File: src/rtl/but_stage_ctrl.sv
// Radix-2 butterfly stage sequencer: buffers an N-sample frame, drives the external adder
// for HALF pairs, then streams sums and differences out. Optional: BUT_STAGE_CTRL_FRAME_CNT_EN.
module but_stage_ctrl #(
  parameter int unsigned IN_W  = 8,
  parameter int unsigned OUT_W = 8,
  parameter int unsigned N     = 32
) (
  input  logic             clk,
  input  logic             rst_n,
  input  logic             s_valid,
  output logic             s_ready,
  input  logic [IN_W-1:0]  s_data,
  output logic [IN_W-1:0]  but_a,
  output logic [IN_W-1:0]  but_b,
  input  logic [OUT_W-1:0] but_p,
  input  logic [OUT_W-1:0] but_n,
  output logic             m_valid,
  input  logic             m_ready,
  output logic [OUT_W-1:0] m_data,
  output logic             m_last,
  output logic             busy
`ifdef BUT_STAGE_CTRL_FRAME_CNT_EN
  ,
  output logic [15:0]      frame_cnt
`endif
);

  localparam int unsigned HALF = N / 2;
  localparam int unsigned AW   = $clog2(N);

  localparam logic [AW-1:0] LastIdx  = AW'(N - 1);
  localparam logic [AW-1:0] HalfIdx  = AW'(HALF);
  localparam logic [AW-1:0] HalfLast = AW'(HALF - 1);

  typedef enum logic [1:0] {StLoad, StCompute, StDrain} state_e;

  state_e        state_q, state_d;
  logic [AW-1:0] wr_idx_q, wr_idx_d;
  logic [AW-1:0] k_q, k_d;
  logic [AW-1:0] rd_idx_q, rd_idx_d;
  logic [AW-1:0] k_hi;

  logic [IN_W-1:0]  in_buf [N];
  logic [OUT_W-1:0] res    [N];

  assign k_hi = k_q + HalfIdx;

  always_ff @(posedge clk or negedge rst_n) begin
    if (!rst_n) begin
      state_q  <= StLoad;
      wr_idx_q <= '0;
      k_q      <= '0;
      rd_idx_q <= '0;
    end else begin
      state_q  <= state_d;
      wr_idx_q <= wr_idx_d;
      k_q      <= k_d;
      rd_idx_q <= rd_idx_d;
    end
  end

  // Buffers carry no reset; every entry is rewritten before it is read.
  always_ff @(posedge clk) begin
    if (state_q == StLoad && s_valid) begin
      in_buf[wr_idx_q] <= s_data;
    end
    if (state_q == StCompute) begin
      res[k_q]  <= but_p;
      res[k_hi] <= but_n;
    end
  end

  always_comb begin
    state_d  = state_q;
    wr_idx_d = wr_idx_q;
    k_d      = k_q;
    rd_idx_d = rd_idx_q;
    s_ready  = 1'b0;
    busy     = 1'b0;
    m_valid  = 1'b0;
    m_data   = '0;
    m_last   = 1'b0;
    but_a    = '0;
    but_b    = '0;
    unique case (state_q)
      StLoad: begin
        s_ready = rst_n;
        if (s_valid) begin
          if (wr_idx_q == LastIdx) begin
            wr_idx_d = '0;
            state_d  = StCompute;
          end else begin
            wr_idx_d = wr_idx_q + 1'b1;
          end
        end
      end
      StCompute: begin
        busy  = 1'b1;
        but_a = in_buf[k_q];
        but_b = in_buf[k_hi];
        if (k_q == HalfLast) begin
          k_d     = '0;
          state_d = StDrain;
        end else begin
          k_d = k_q + 1'b1;
        end
      end
      StDrain: begin
        busy    = 1'b1;
        m_valid = 1'b1;
        m_data  = res[rd_idx_q];
        m_last  = (rd_idx_q == LastIdx);
        if (m_ready) begin
          if (rd_idx_q == LastIdx) begin
            rd_idx_d = '0;
            state_d  = StLoad;
          end else begin
            rd_idx_d = rd_idx_q + 1'b1;
          end
        end
      end
      default: state_d = StLoad;
    endcase
  end

`ifdef BUT_STAGE_CTRL_FRAME_CNT_EN
  logic [15:0] frame_cnt_q;

  always_ff @(posedge clk or negedge rst_n) begin
    if (!rst_n) begin
      frame_cnt_q <= '0;
    end else if (state_q == StDrain && m_ready && rd_idx_q == LastIdx) begin
      frame_cnt_q <= frame_cnt_q + 16'd1;
    end
  end

  assign frame_cnt = frame_cnt_q;
`endif

endmodule

File: config.mk
export PLATFORM = sky130hd
export DESIGN_NAME = but_stage_ctrl
export DESIGN_NICKNAME = d
export VERILOG_FILES = /design/src/rtl/but_stage_ctrl.sv
export SDC_FILE = /design/constraint.sdc
export NUM_CORES = 1
export LEC_CHECK = 0
export ABC_AREA = 1
export CAP_MARGIN = 20
export CORE_MARGIN = 2
export CORE_UTILIZATION = 45
export DETAILED_ROUTE_END_ITERATION = 12
export GPL_TIMING_DRIVEN = 0
export PLACE_DENSITY = 0.67
export SYNTH_ARGS = -nofsm -noshare
export SYNTH_HDL_FRONTEND = slang
export SYNTH_SLANG_ARGS = --single-unit
File: constraint.sdc
create_clock -name clk -period 2.92 [get_ports clk]
set_input_delay 0.292 -clock clk [delete_from_list [all_inputs] [get_ports clk]]
set_output_delay 0.292 -clock clk [all_outputs]
set_load 0.03 [all_outputs]
# --- Yosys cells after proc, flatten, opt, wreduce, memory -nomap -nowiden ---
# Memory sizes are Yosys's and may differ from the RTL's.
# Index checks and enable logic that the tools add are counted.
totals:
  inputBits: 28
  mem_count: 2
  output_inout_bits: 28
  wordCells: 46
  regBits: 17
  ramBits: 512
mem_list:
  columns: ["name", "words", "width", "rd", "rd_clocked_by_memory_dff", "wr", "line_no", "rtl"]
  rows:
  - ["in_buf", 32, 8, 2, 0, 1, "43", "logic [IN_W-1:0] in_buf [N];"]
  - ["res", 32, 8, 1, 0, 2, "44", "logic [OUT_W-1:0] res [N];"]
classes:
  add_sub_neg: 4
  reduce_logical: 6
  n_mux: 20
  eq_ne: 10
ops:
  columns: ["operator", "n"]
  rows:
  - ["2-to-1 mux 8 bit", 3]
  - ["adder 5 x 1 -> 5 bit, second input constant", 3]
  - ["2-to-1 mux 5 bit", 3]
  - ["== test 5 bit, second input constant", 2]
  - ["2-to-1 mux 2 bit", 5]
  - ["2-to-1 mux 1 bit", 8]
  - ["!= test 2 bit, second input constant", 3]
  - ["case mux 2 bit (3 select lines)", 1]
  - ["adder 5 bit, second input constant", 1]
  - ["== test 5 x 4 -> 1 bit, second input constant", 1]
  - ["AND reduction 5 bit", 1]
  - ["!= test 2 x 1 -> 1 bit, second input constant", 2]
  - ["AND reduction 2 bit", 2]
  - ["== test 2 x 1 -> 1 bit, second input constant", 1]
  - ["== test 2 bit, second input constant", 1]
  - ["zero test 2 bit", 1]
  - ["OR reduction 2 bit", 1]
  - ["logical AND 1 bit", 1]

# --- Depth between registers and ports, before layout ---
logic_depth:
  ltp_word: 4
  ltp_mapped: 11
  ltp_nobuf: 9

# --- Worst setup path after synthesis ---
# Ideal clock, no wire load.
synth_timing:
  path_kind: "register to register"
  from: "register k_q[1]"
  to: "memory res[21][0], enable pin"
  path_slack_ns: 0.169
  stages_incl_launch_ff: 7
  path_buffers: 2
  arrival_ns: 2.340
  synth_period_minus_slack_ns: 2.751
  setup_time_ns: 0.411
  t_required_ns: 2.509
  path_cell_list: "dfrtp_1 inv_2 buf_2 buf_2 ha_1 nand2_2 o21ai_0"
synth_rtl:
  columns: ["item", "line_no", "rtl"]
  rows:
  - ["start, declared", "39", "logic [AW-1:0] k_q, k_d;"]
  - ["start signal, assigned", "57", "k_q <= k_d;"]
  - ["end, declared", "44", null]

# --- Final worst setup path ---
layout_timing:
  from: "register k_q[0]"
  to: "output port but_a[7]"
layout_via:
  elab_chain_cells: 2
layout_lines:
  columns: ["item", "line_no", "rtl"]
  rows:
  - ["memory (32 x 8 bit)", null, null]
  - ["2-to-1 mux 8 bit", "85", "unique case (state_q)"]
  - ["end, declared", "13", "output logic [IN_W-1:0] but_a,"]
# No other way between the ends.

==> impl_metrics.toml <==
[hold_path]
min_from = "but_n[6]"
hp-class = "in2reg"
worst_hold_endpoint = "res[6][6]"
whs_path_depth = 3

[die]
i_o_pin_total = 56
row_count = 86
fp.dieW_um = 241.3
die_area_um2 = 58200
fp.dieH_um = 241.3
initial_core_util_pct = 45.71
core_region_area_um2 = 55420

[setup_path]
cp_slowest_stage_delay_ns = 0.45
worst_path_most_repeated_cell = "nand2_1"
worstPathMaxFanout = 10
worst_r2r_startpoint = "k_q[1]"
crit_path_cell_trace = "inv_2 -> buf_6 -> buf_6 -> nand2_1 -> nand2_1 -> nand2_1 -> nand3_1 -> nand3_1 -> nand3_1 -> nand2_1 -> nor2_1 -> clkbuf_4"
worst_setup_path_start_kind = "flop"
critical-path-slowest-cell = "dfrtp_2"
required_ns = 2.63
timing.rr.end = "res[25][3]"
worstPathArrival_ns = 2.61
critical_path.endpoint_type = "output port"
critPathKind = "reg2out"
ff2ff_setup_slack_ns = 0.08
r2r.worst_path.cells = 10

[finish]
num-fill-cells = 4916
layout.cells.most_common = "nand2_1"
utilization_pct = 52.78
layout_common_cells = "1006 x nand2_1, 512 x edfxtp_1, 332 x nand3_1"
drive_gt1_share_pct = 11.10
multi_input_area_um2 = 8381
design.final.nets = 2911
syn_to_layout_area_delta_pct = 15.46
regArea_um2 = 15800

[sta]
slew_hr_pct = 27.72
layout_worst_path_cycle_share_pct = 99.39
hold_slack_ns = 0.1137
post-route-min-period_ns = 2.902
worst-slew-pin-transition_ns = 1.081
worst_clock_skew_ns = 0.01876
setup_viol_count_final = 0
slew_violations = 0
final-hold-violation-count = 0
setup_repair_after_global_routing_missed_its_margin = "yes"
setup-tns-final_ns = 0
fmaxAchievable_mhz = 344.6

[grt]
grt_pass1_wl_um = 128300
first_global_vias = 20070
track_usage_pct = 30.72
number_of_antenna_violations_at_the_first_check_in_global_routing = 1
grt_max_degree = 25
overflow = 0

[synth]
mux_share_of_post_synthesis_cell_area_pct = 0
synth.cell_area_um2 = 25330
synthesis.instances = 2755
synthSimpleGateAreaFrac_pct = 24.92
ys_seq_elements = 529
synthXorXnorAreaFrac_pct = 0.03458
seq_area_frac_synth_pct = 62.38
mappedNetlistNets = 2798
synth.distinct_cells = 25
synth_top_family_by_area = "simple AND/OR/NAND/NOR gates"
yosys.area_share.adder_pct = 0.7409
synth_area_per_cell_um2 = 9.194
yosys_warnings = 0
synth_compound_area_share_pct = 6.155

[detailed_routing]
antenna_left = 0
routed_wire_length_per_instance_um = 24.24
wirelength_um = 88660
vias_per_cell = 5.733
routed-via-count = 20970
drc_errors = 0
drt_pass_1_iters = 6
detail_route.iter0.violations = 2764

[placement]
gpl.final_weighted_congestion = 0.9858
hpwlAfterDp_um = 62420
io_port_bufs = 39

[clocking]
max-clock-path-buffers = 3
cts_buffer_count = 57
clk-insertion-delay-late_ns = 0.63
tritoncts = "done"
clkSlewWorstSetupHoldPaths_ns = 0.06
clock-sinks = 529
h-tree-depth = 2
clockRootBuffer = "clkbuf_16"

[pwr]
p_sw_share_pct = 42.39
leakage_nw = 11.75
internal_power_mw = 15.89
vdd.ir_drop.worst_mv = 0.5261
p_clk_share_pct = 24.3
seq_power_share_pct = 32.6
power.combinational.fraction_pct = 43.0
p_total_mw = 27.59
power-per-cell-area_nw_per_um2 = 943.3
power.net_switching_mw = 11.69

[status]
outcome = "complete, no violations"

[flow_run]
maxCapViolations = 0
-- Yosys cell counts --
master    count  share of area (%)
nand2_1    1023                 15
nand2_2       3              0.074
clkbuf_1     85                1.3
buf_1        26               0.39
ha_1         15               0.74
clkinv_1      4              0.059
a31oi_1       1              0.025
o22ai_1       1              0.025
inv_1       149                2.2
nor3_1        1              0.020
o21ai_1       6               0.12
nand3_1     351                6.9
buf_2        76                1.5
o21ai_0     294                5.8
nor2_2        3              0.074
dfrtp_1      17                1.7
nor4_1        1              0.025
inv_2         8               0.12
edfxtp_1    512                 61
a21oi_1       9               0.18
buf_4         5               0.15
nor2_1      154                2.3
nor2_4        8               0.36
xor2_1        1              0.035
buf_6         2              0.089
-- critical path: cells and delay by family, from the launching register on --
kind / cells / cell delay, ns
flip-flops: 1 / 0.45
buffers and inverters: 4 / 0.70
AND/OR/NAND/NOR: 8 / 0.84
-- routing by layer --
| layer | wire (um) | share of wire, % | vias to the layer above | GRT usage, % |
|---|---|---|---|---|
| met5 | 0 | 0 | - | 0 |
| met4 | 5314 | 6.0 | 0 | 17.92 |
| met3 | 8946 | 10 | 276 | 4.262 |
| met2 | 42300 | 48 | 1380 | 50.99 |
| met1 | 32100 | 36 | 9874 | 38.64 |
| li1 | - | - | 9442 | - |
-- power groups by stage --
| stage | Combinational, mW | Clock (mW) | Sequential (mW) |
|---|---|---|---|
| final | 11.9 | 6.72 | 9.00 |
| after global routing | 12.6 | 6.97 | 9.03 |
| after global placement | 10.6 | 0 | 9.16 |
| after CTS | 11.3 | 6.69 | 9.00 |
| after detailed placement | 10.8 | 0 | 9.15 |
| after floorplan | 6.32 | 0 | 9.10 |
-- sequential cells by signal, summed over array words and instances (netlist names) --
register,cells
state_q,2
k_q,5
rd_idx_q,5
in_buf,256
res,256
wr_idx_q,5
-- cell type report --
type / instances / share of cell area, %
sequential: 529 / 54.03
inverter: 161 / 2.126
tap: 748 / 3.200
timing repair buffer: 60 / 2.207
clock buffer: 76 / 5.121
buffer: 188 / 4.115
multi-input combinational: 1871 / 28.65
clock inverter: 24 / 0.5348
antenna: 1 / 0.008556
-- timing repair --
action / in CTS / in global routing
hold buffers: 2 / 0
buffers inserted: 5 / 1
endpoints found under the setup margin: 264 / 200
pin swaps: 0 / 2
cloned: 0 / 0
hold endpoints to repair: 5 / 0
gates resized for setup: 290 / 96
-- worst max path at each step --
stage	start	end	slack (ns)	cells after the start
2_1_floorplan	k_q[1]	res[21][0]	0.17	6
5_1_grt	k_q[0]	but_a[7]	-0.02	10
3_5_place_dp	k_q[0]	res[10][5]	-0.80	9
4_1_cts	k_q[0]	but_a[7]	-0.07	10
6_report	k_q[0]	but_a[7]	0.02	12
3_3_place_gp	k_q[0]	res[6][6]	-1.12	9
-- per-stage QoR --
stage	cells	setup WS (ns)	instance area, um2
after floorplan	2755	0.1688	25330
after global placement	3542	-1.116	26660
after detailed placement	3555	-0.7965	26940
after CTS	3657	-0.07215	29030
after global routing	3658	-0.01649	29250
final	3658	0.01771	29250
-- cells by family (layout without fill, tap and decap cells) --
group / count (synthesis) / after routing
flip-flops: 529 / 529
other: 0 / 1
buffers and inverters: 355 / 509
adder cells (fa/ha/maj): 15 / 15
XOR/XNOR: 1 / 1
AND/OR/NAND/NOR: 1544 / 1544
AO/OA/AOI/OAI: 311 / 311
Note: power is estimated with default switching activity, not from simulation.
